[src/rtl/veer_types.sv]
// Shared types for the EXU ALU issue arbiter.
// Holds the issue-source encoding and the queue-depth ceiling.
package veer_types;

    typedef enum logic [1:0] {
        SRC_Q    = 2'd0,
        SRC_R0   = 2'd1,
        SRC_R1   = 2'd2,
        SRC_NONE = 2'd3
    } alu_src_e;

    localparam int ALU_ARB_DEPTH_MAX = 4;

endpackage

[src/rtl/exu_alu_issue_arb_if.sv]
// Issue handshake bundle: two requesters (req0 older) and the ALU slot.
// master = requesters/ALU side, slave = the arbiter.
interface exu_alu_issue_arb_if #(
    parameter int PKT_W = 64
);
    import veer_types::*;

    logic             req0_valid;
    logic [PKT_W-1:0] req0_pkt;
    logic             req0_ready;
    logic             req1_valid;
    logic [PKT_W-1:0] req1_pkt;
    logic             req1_ready;
    logic             alu_valid;
    logic [PKT_W-1:0] alu_pkt;
    alu_src_e         alu_src;
    logic             alu_enable;

    modport master (
        output req0_valid, req0_pkt, req1_valid, req1_pkt,
        input  req0_ready, req1_ready,
        input  alu_valid, alu_pkt, alu_src, alu_enable
    );

    modport slave (
        input  req0_valid, req0_pkt, req1_valid, req1_pkt,
        output req0_ready, req1_ready,
        output alu_valid, alu_pkt, alu_src, alu_enable
    );

endinterface

[src/rtl/exu_alu_issue_fifo.sv]
// In-order holding queue: DEPTH x PKT_W, two ordered write ports, one pop.
// Ports: clk, rst_l (sync, active-low), clear, wr0/wr1 en+data, pop, head, count.
module exu_alu_issue_fifo #(
    parameter int DEPTH = 2,
    parameter int PKT_W = 64,
    localparam int AW   = $clog2(DEPTH),
    localparam int CW   = AW + 1
) (
    input  logic             clk,
    input  logic             rst_l,
    input  logic             clear,
    input  logic             wr0_en,
    input  logic [PKT_W-1:0] wr0_data,
    input  logic             wr1_en,
    input  logic [PKT_W-1:0] wr1_data,
    input  logic             pop,
    output logic [PKT_W-1:0] head,
    output logic [CW-1:0]    count
);
    logic [PKT_W-1:0] mem_q [DEPTH];
    logic [PKT_W-1:0] mem_d [DEPTH];
    logic [AW-1:0]    rd_ptr_q, rd_ptr_d;
    logic [AW-1:0]    wr_ptr_q, wr_ptr_d;
    logic [CW-1:0]    count_q, count_d;
    logic [AW-1:0]    w1_idx;

    // Power-of-two depth: pointers wrap by natural overflow.
    always_comb begin
        mem_d    = mem_q;
        rd_ptr_d = rd_ptr_q;
        wr_ptr_d = wr_ptr_q;
        count_d  = count_q;
        w1_idx   = wr0_en ? wr_ptr_q + AW'(1) : wr_ptr_q;
        if (clear) begin
            rd_ptr_d = '0;
            wr_ptr_d = '0;
            count_d  = '0;
        end else begin
            if (wr0_en) mem_d[wr_ptr_q] = wr0_data;
            if (wr1_en) mem_d[w1_idx]   = wr1_data;
            wr_ptr_d = wr_ptr_q + AW'(wr0_en) + AW'(wr1_en);
            if (pop) rd_ptr_d = rd_ptr_q + AW'(1);
            count_d = count_q + CW'(wr0_en) + CW'(wr1_en) - CW'(pop);
        end
    end

    always_ff @(posedge clk) begin
        if (!rst_l) begin
            mem_q    <= '{default: '0};
            rd_ptr_q <= '0;
            wr_ptr_q <= '0;
            count_q  <= '0;
        end else begin
            mem_q    <= mem_d;
            rd_ptr_q <= rd_ptr_d;
            wr_ptr_q <= wr_ptr_d;
            count_q  <= count_d;
        end
    end

    assign head  = mem_q[rd_ptr_q];
    assign count = count_q;

endmodule

[src/rtl/exu_alu_issue_arb.sv]
// Age-ordered arbiter sharing one ALU issue slot between req0 (older) and req1.
// Ports: clk, rst_l, freeze, flush, io (slave), q_count, perf_conflict.
// Macro EXU_ALU_ISSUE_ARB_BYPASS_EN enables zero-latency issue from an empty queue.
module exu_alu_issue_arb
    import veer_types::*;
#(
    parameter int DEPTH = 2,
    parameter int PKT_W = 64,
    localparam int CW   = $clog2(DEPTH) + 1
) (
    input  logic                 clk,
    input  logic                 rst_l,
    input  logic                 freeze,
    input  logic                 flush,
    exu_alu_issue_arb_if.slave   io,
    output logic [CW-1:0]        q_count,
    output logic [15:0]          perf_conflict
);
    logic [PKT_W-1:0] head;
    logic [CW-1:0]    count;
    logic             go, q_busy;
    logic             rdy0, rdy1, acc0, acc1;
    logic             wr0, wr1, pop;
    logic [PKT_W-1:0] wr0_data, wr1_data;
    alu_src_e         src;
    logic [15:0]      perf_q, perf_d;

    assign go     = rst_l & ~freeze & ~flush;
    assign q_busy = (count != '0);
    assign rdy0   = go & (count < CW'(DEPTH));
    assign rdy1   = go & ((count + CW'(io.req0_valid)) < CW'(DEPTH));
    assign acc0   = io.req0_valid & rdy0;
    assign acc1   = io.req1_valid & rdy1;

    always_comb begin
        src      = SRC_NONE;
        pop      = 1'b0;
        wr0      = 1'b0;
        wr1      = 1'b0;
        wr0_data = io.req0_pkt;
        wr1_data = io.req1_pkt;
`ifdef EXU_ALU_ISSUE_ARB_BYPASS_EN
        // Queue head is always older than anything arriving now.
        if (go & q_busy) begin
            src = SRC_Q;
            pop = 1'b1;
            wr0 = acc0;
            wr1 = acc1;
        end else if (acc0) begin
            src = SRC_R0;
            wr1 = acc1;
        end else if (acc1) begin
            src = SRC_R1;
        end
`else
        if (go & q_busy) begin
            src = SRC_Q;
            pop = 1'b1;
        end
        wr0 = acc0;
        wr1 = acc1;
`endif
    end

    exu_alu_issue_fifo #(
        .DEPTH (DEPTH),
        .PKT_W (PKT_W)
    ) u_fifo (
        .clk      (clk),
        .rst_l    (rst_l),
        .clear    (flush),
        .wr0_en   (wr0),
        .wr0_data (wr0_data),
        .wr1_en   (wr1),
        .wr1_data (wr1_data),
        .pop      (pop),
        .head     (head),
        .count    (count)
    );

    always_comb begin
        unique case (src)
            SRC_R0:  io.alu_pkt = io.req0_pkt;
            SRC_R1:  io.alu_pkt = io.req1_pkt;
            default: io.alu_pkt = head;
        endcase
    end

    assign io.req0_ready = rdy0;
    assign io.req1_ready = rdy1;
    assign io.alu_src    = src;
    assign io.alu_valid  = (src != SRC_NONE);
    assign io.alu_enable = (src != SRC_NONE);
    assign q_count       = count;

    // Counts cycles where the younger requester did not get the slot.
    always_comb begin
        perf_d = perf_q;
        if (io.req1_valid & ~freeze & ~flush &
            (src != SRC_R1) & (perf_q != 16'hFFFF))
            perf_d = perf_q + 16'd1;
    end

    always_ff @(posedge clk) begin
        if (!rst_l) perf_q <= '0;
        else        perf_q <= perf_d;
    end

    assign perf_conflict = perf_q;

endmodule

[src/flat_wrapper.sv]
// flat-port wrapper written by rule: the top's interface ports become plain ports
module exu_alu_issue_arb_flat import veer_types::*;
#(
    parameter int DEPTH = 2,
    parameter int PKT_W = 64,
    localparam int CW   = $clog2(DEPTH) + 1
)
  (clk, rst_l, freeze, flush, q_count, perf_conflict, io_req0_valid, io_req0_pkt, io_req1_valid, io_req1_pkt, io_req0_ready, io_req1_ready, io_alu_valid, io_alu_pkt, io_alu_src, io_alu_enable);
  exu_alu_issue_arb_if #(.PKT_W(PKT_W)) io_i ();
  input  logic clk;
  input  logic rst_l;
  input  logic freeze;
  input  logic flush;
  output logic [CW-1:0] q_count;
  output logic [15:0] perf_conflict;
  input wire logic [$bits(io_i.req0_valid)-1:0] io_req0_valid;
  input wire logic [$bits(io_i.req0_pkt)-1:0] io_req0_pkt;
  input wire logic [$bits(io_i.req1_valid)-1:0] io_req1_valid;
  input wire logic [$bits(io_i.req1_pkt)-1:0] io_req1_pkt;
  output wire logic [$bits(io_i.req0_ready)-1:0] io_req0_ready;
  output wire logic [$bits(io_i.req1_ready)-1:0] io_req1_ready;
  output wire logic [$bits(io_i.alu_valid)-1:0] io_alu_valid;
  output wire logic [$bits(io_i.alu_pkt)-1:0] io_alu_pkt;
  output wire logic [$bits(io_i.alu_src)-1:0] io_alu_src;
  output wire logic [$bits(io_i.alu_enable)-1:0] io_alu_enable;
  assign io_i.req0_valid = io_req0_valid;
  assign io_i.req0_pkt = io_req0_pkt;
  assign io_i.req1_valid = io_req1_valid;
  assign io_i.req1_pkt = io_req1_pkt;
  assign io_req0_ready = io_i.req0_ready;
  assign io_req1_ready = io_i.req1_ready;
  assign io_alu_valid = io_i.alu_valid;
  assign io_alu_pkt = io_i.alu_pkt;
  assign io_alu_src = io_i.alu_src;
  assign io_alu_enable = io_i.alu_enable;
  exu_alu_issue_arb #(.DEPTH(DEPTH), .PKT_W(PKT_W)) u_core (.clk(clk), .rst_l(rst_l), .freeze(freeze), .flush(flush), .io(io_i), .q_count(q_count), .perf_conflict(perf_conflict));
endmodule
[config.mk]
export PLATFORM = sky130hd
export DESIGN_NAME = exu_alu_issue_arb_flat
export DESIGN_NICKNAME = d
export VERILOG_FILES = /design/src/rtl/veer_types.sv /design/src/rtl/exu_alu_issue_arb_if.sv /design/src/rtl/exu_alu_issue_fifo.sv /design/src/rtl/exu_alu_issue_arb.sv /design/src/flat_wrapper.sv
export SDC_FILE = /design/constraint.sdc
export NUM_CORES = 1
export LEC_CHECK = 0
export ABC_AREA = 1
export CAP_MARGIN = 20
export CORE_MARGIN = 3
export CORE_UTILIZATION = 52
export DETAILED_ROUTE_END_ITERATION = 6
export PLACE_DENSITY = 0.91
export SYNTH_ARGS = -nofsm -noshare
export SYNTH_HDL_FRONTEND = slang
export SYNTH_HIERARCHICAL = 1
export SYNTH_SLANG_ARGS = --single-unit
[constraint.sdc]
create_clock -name clk -period 3.16 [get_ports clk]
set_clock_uncertainty 0.2 [all_clocks]
set_input_delay 0.316 -clock clk [delete_from_list [all_inputs] [get_ports clk]]
set_output_delay 0.316 -clock clk [all_outputs]
set_load 0.02 [all_outputs]
==> run_results.csv, run 1 <==
group,metric,value,unit
run_status,outcome,"complete, but fails checks",
run_status,violations,"design-rule violations",
clock_network,cts-root-buf,"clkbuf_16",
grt,grt_use_total,0.297,
worst_setup_path,start_kind,"register",
hold_path,hp-class,"register to register",
drt,vias_per_cell,5.50,
drt,routed_wl,33000,µm
clock_network,cts_buffer_depth,2,
yosys,synth-seq-cells,148,
yosys,synth_cells,1732,
yosys,syn_nets,1869,
hold_path,hold_depth,2,
sta,post-route-min-period,2.84,ns
sta,worst_pin_slew,0.671,ns
placement,dp_hpwl,20000,µm
placement,post-place-ws,0.121,ns
cells_and_area,drive_above_1_share,0.0768,
floorplan,rows,50,
placement,gp_congestion,0.912,
cells_and_area,nets,2012,
cells_and_area,diodes,0,
clock_network,cts-buffers-inserted,17,
power,comb_power_share,0.143,
yosys,synthArstFlopShare,0,
drt,initialDrtViolationCount,1417,
sta,fmax,352,MHz
worst_setup_path,crit_fanout,31,
floorplan,die_y,146,µm
power,power_frac_clock,0.457,
grt,grt_pass1_wl,53800,µm
clock_network,cts_hold_buffers,0,
power,power_density,369,mW/mm²
sta,setup_viol,0,
drt,post-route-drc-count,1,
floorplan,die_width,146,µm
grt,grt-ovfl-total,0,
clock_network,insertion_delay,0.42,ns
clock_network,cts_tree,"done",
sta,slew_violations,0,
worst_setup_path,required,2.64,ns
floorplan,core_area,0.0190,mm²
power,total_power,4820,µW
clock_network,clock_sinks,148,
sta,fin_ws,0.317,ns
worst_setup_path,reg2reg_depth,9,
clock_network,post_cts_buffers,0,
yosys,ys.flop_type,"dfxtp_1",
sta,fin_crit_sh,0.900,
power,peakVddDrop,0.378,mV
drt,final_antenna_net_count,0,
sta,finalHoldViolCount,0,
floorplan,initial_core_util,0.536,
floorplan,ios,222,
yosys,synth_edf_count,0,
sta,rsz0062_at_grt,"no",
power,p_int,3580,µW
placement,io_buffers,221,
sta,finalSetupTns,0,ns
power,p_sw_frac,0.258,
power,p_sw,1250,µW
sta,slew_headroom,0.553,
grt,grt_max_degree,131,
yosys,synth.top_cells.by_area,"dfxtp_1 29%, nand2_1 26%, nand3_1 20%",
cells_and_area,areaGrowthSynthToFinish,28.6,%
worst_setup_path,crit_type,"register to output port",
floorplan,dieArea,0.0213,mm²
clock_network,h-tree-depth,4,
drt,vias,11800,
clock_network,path_clk_slew,0.06,ns
yosys,yosys.area.top_type,"dfxtp_1",
power,p_leak,0.00665,µW
drt,post_drt_wl_per_cell,15.4,µm
worst_setup_path,critPathCaptureType,"output port",
yosys,synth_area,0.0102,mm²
sta,hold_ws,0.265,ns
yosys,synth_warnings,6,
worst_setup_path,cp.arrival,2.33,ns
power,seqPwrFrac,0.401,
cells_and_area,num-fill-cells,1552,
cells_and_area,mostFrequentLayoutCells,"690 x nand2_1, 398 x nand3_1, 221 x clkdlybuf4s50_1",
yosys,yosysUniqueCellTypes,27,
drt,drt_first_pass_iters,7,
clock_network,cts_resized,0,
cells_and_area,final_common_cell,"nand2_1",
yosys,syn_area_per_cell,5.87,µm²
yosys,ys_seq_area_frac,0.292,
flow_run,cap_violations,0,
yosys,synth_top_area_frac,0.292,
grt,antenna_found_initial,0,
grt,grt_pass1_vias,11400,
critical path, cell delays in order, from the launching register on:
cell	delay (ns)
dfxtp_2	0.64
buf_12	0.30
mux2_2	0.40
clkdlybuf4s50_1	0.55
metal layers:
metal	track usage	routed length [µm]
met1	0.371	12700
met3	0.0576	3560
met4	0.145	1010
met2	0.492	15700
met5	0	0
worst paths after layout:
path / from / endpoint / slack [ns]
worst min-delay path: u_core/u_fifo/mem_q[94] / u_core/u_fifo/mem_q[94] / 0.26
worst min register to register: u_core/u_fifo/mem_q[94] / u_core/u_fifo/mem_q[94] / 0.26
worst max-delay path: u_core/u_fifo/rd_ptr_q / io_alu_pkt[27] / 0.32
worst max register to register: u_core/u_fifo/count[1] / u_core/u_fifo/mem_q[54] / 0.61
synth_stat cells (2+ instances only):
library cell,count
nor3b_1,2
o21ai_0,2
buf_4,4
nand2_1,695
nor2_4,2
nor2_2,2
xor2_1,2
nand2_2,4
nor2_1,41
mux2_2,64
a21oi_1,12
xnor2_1,2
nand3b_1,5
ha_1,2
clkbuf_1,26
nand3_1,398
inv_2,3
buf_2,89
buf_1,2
nor3_1,4
dfxtp_1,148
nand4_1,2
inv_1,217
through the flow:
step | instances | utilization | cell area [µm²]
2_1_floorplan | 1732 | - | 10200
3_3_place_gp | 2116 | 0.656 | 12400
3_5_place_dp | 2116 | 0.656 | 12400
4_1_cts | 2148 | 0.690 | 13100
5_1_grt | 2148 | 0.690 | 13100
6_report | 2148 | 0.690 | 13100
power groups by stage:
stage | logic, µW | registers (µW) | clock network [µW]
after floorplan | 333 | 1970 | 0
after global placement | 661 | 1970 | 0
after detailed placement | 670 | 1970 | 0
after CTS | 677 | 1930 | 2220
after global routing | 736 | 1940 | 2300
final | 687 | 1930 | 2200
flip-flops by register name, indices dropped and copies added, names as in the netlist:
| name | count |
|---|---|
| u_core/u_fifo/wr_ptr_q | 1 |
| u_core/u_fifo/rd_ptr_q | 1 |
| u_core/perf_conflict | 16 |
| u_core/u_fifo/mem_q | 128 |
| u_core/u_fifo/count | 2 |
area by class of cell:
cell class                      instances  area, µm²  share of cell area
Multi-Input combinational cell       1242       5820               0.445
Tap cell                              260        325              0.0249
Timing Repair Buffer                  246       2500               0.191
Clock buffer                           20        457              0.0349
Sequential cell                       148       2970               0.227
Inverter                              220        827              0.0633
Clock inverter                         12        179              0.0137
logic make-up after synthesis:
family                   count (synthesis)  share of synthesized area
AND/OR/NAND/NOR                       1157                      0.483
buffers and inverters                  342                      0.139
multiplexers                            64                     0.0709
adder cells (fa/ha/maj)                  3                    0.00443
AO/OA/AOI/OAI                           14                    0.00689
flip-flops                             148                      0.292
XOR/XNOR                                 4                    0.00345
No activity file was read; power rests on OpenSTA's default activity.
==> run 2: changes to the inputs <==
--- a/config.mk
+++ b/config.mk
@@ -11,6 +11,7 @@
 export CORE_UTILIZATION = 52
 export DETAILED_ROUTE_END_ITERATION = 6
 export PLACE_DENSITY = 0.91
+export SKIP_LAST_GASP = 1
 export SYNTH_ARGS = -nofsm -noshare
 export SYNTH_HDL_FRONTEND = slang
 export SYNTH_HIERARCHICAL = 1
==> results of run 2 <==
The final DEF is identical to that of run 1; final timing and power are the same.
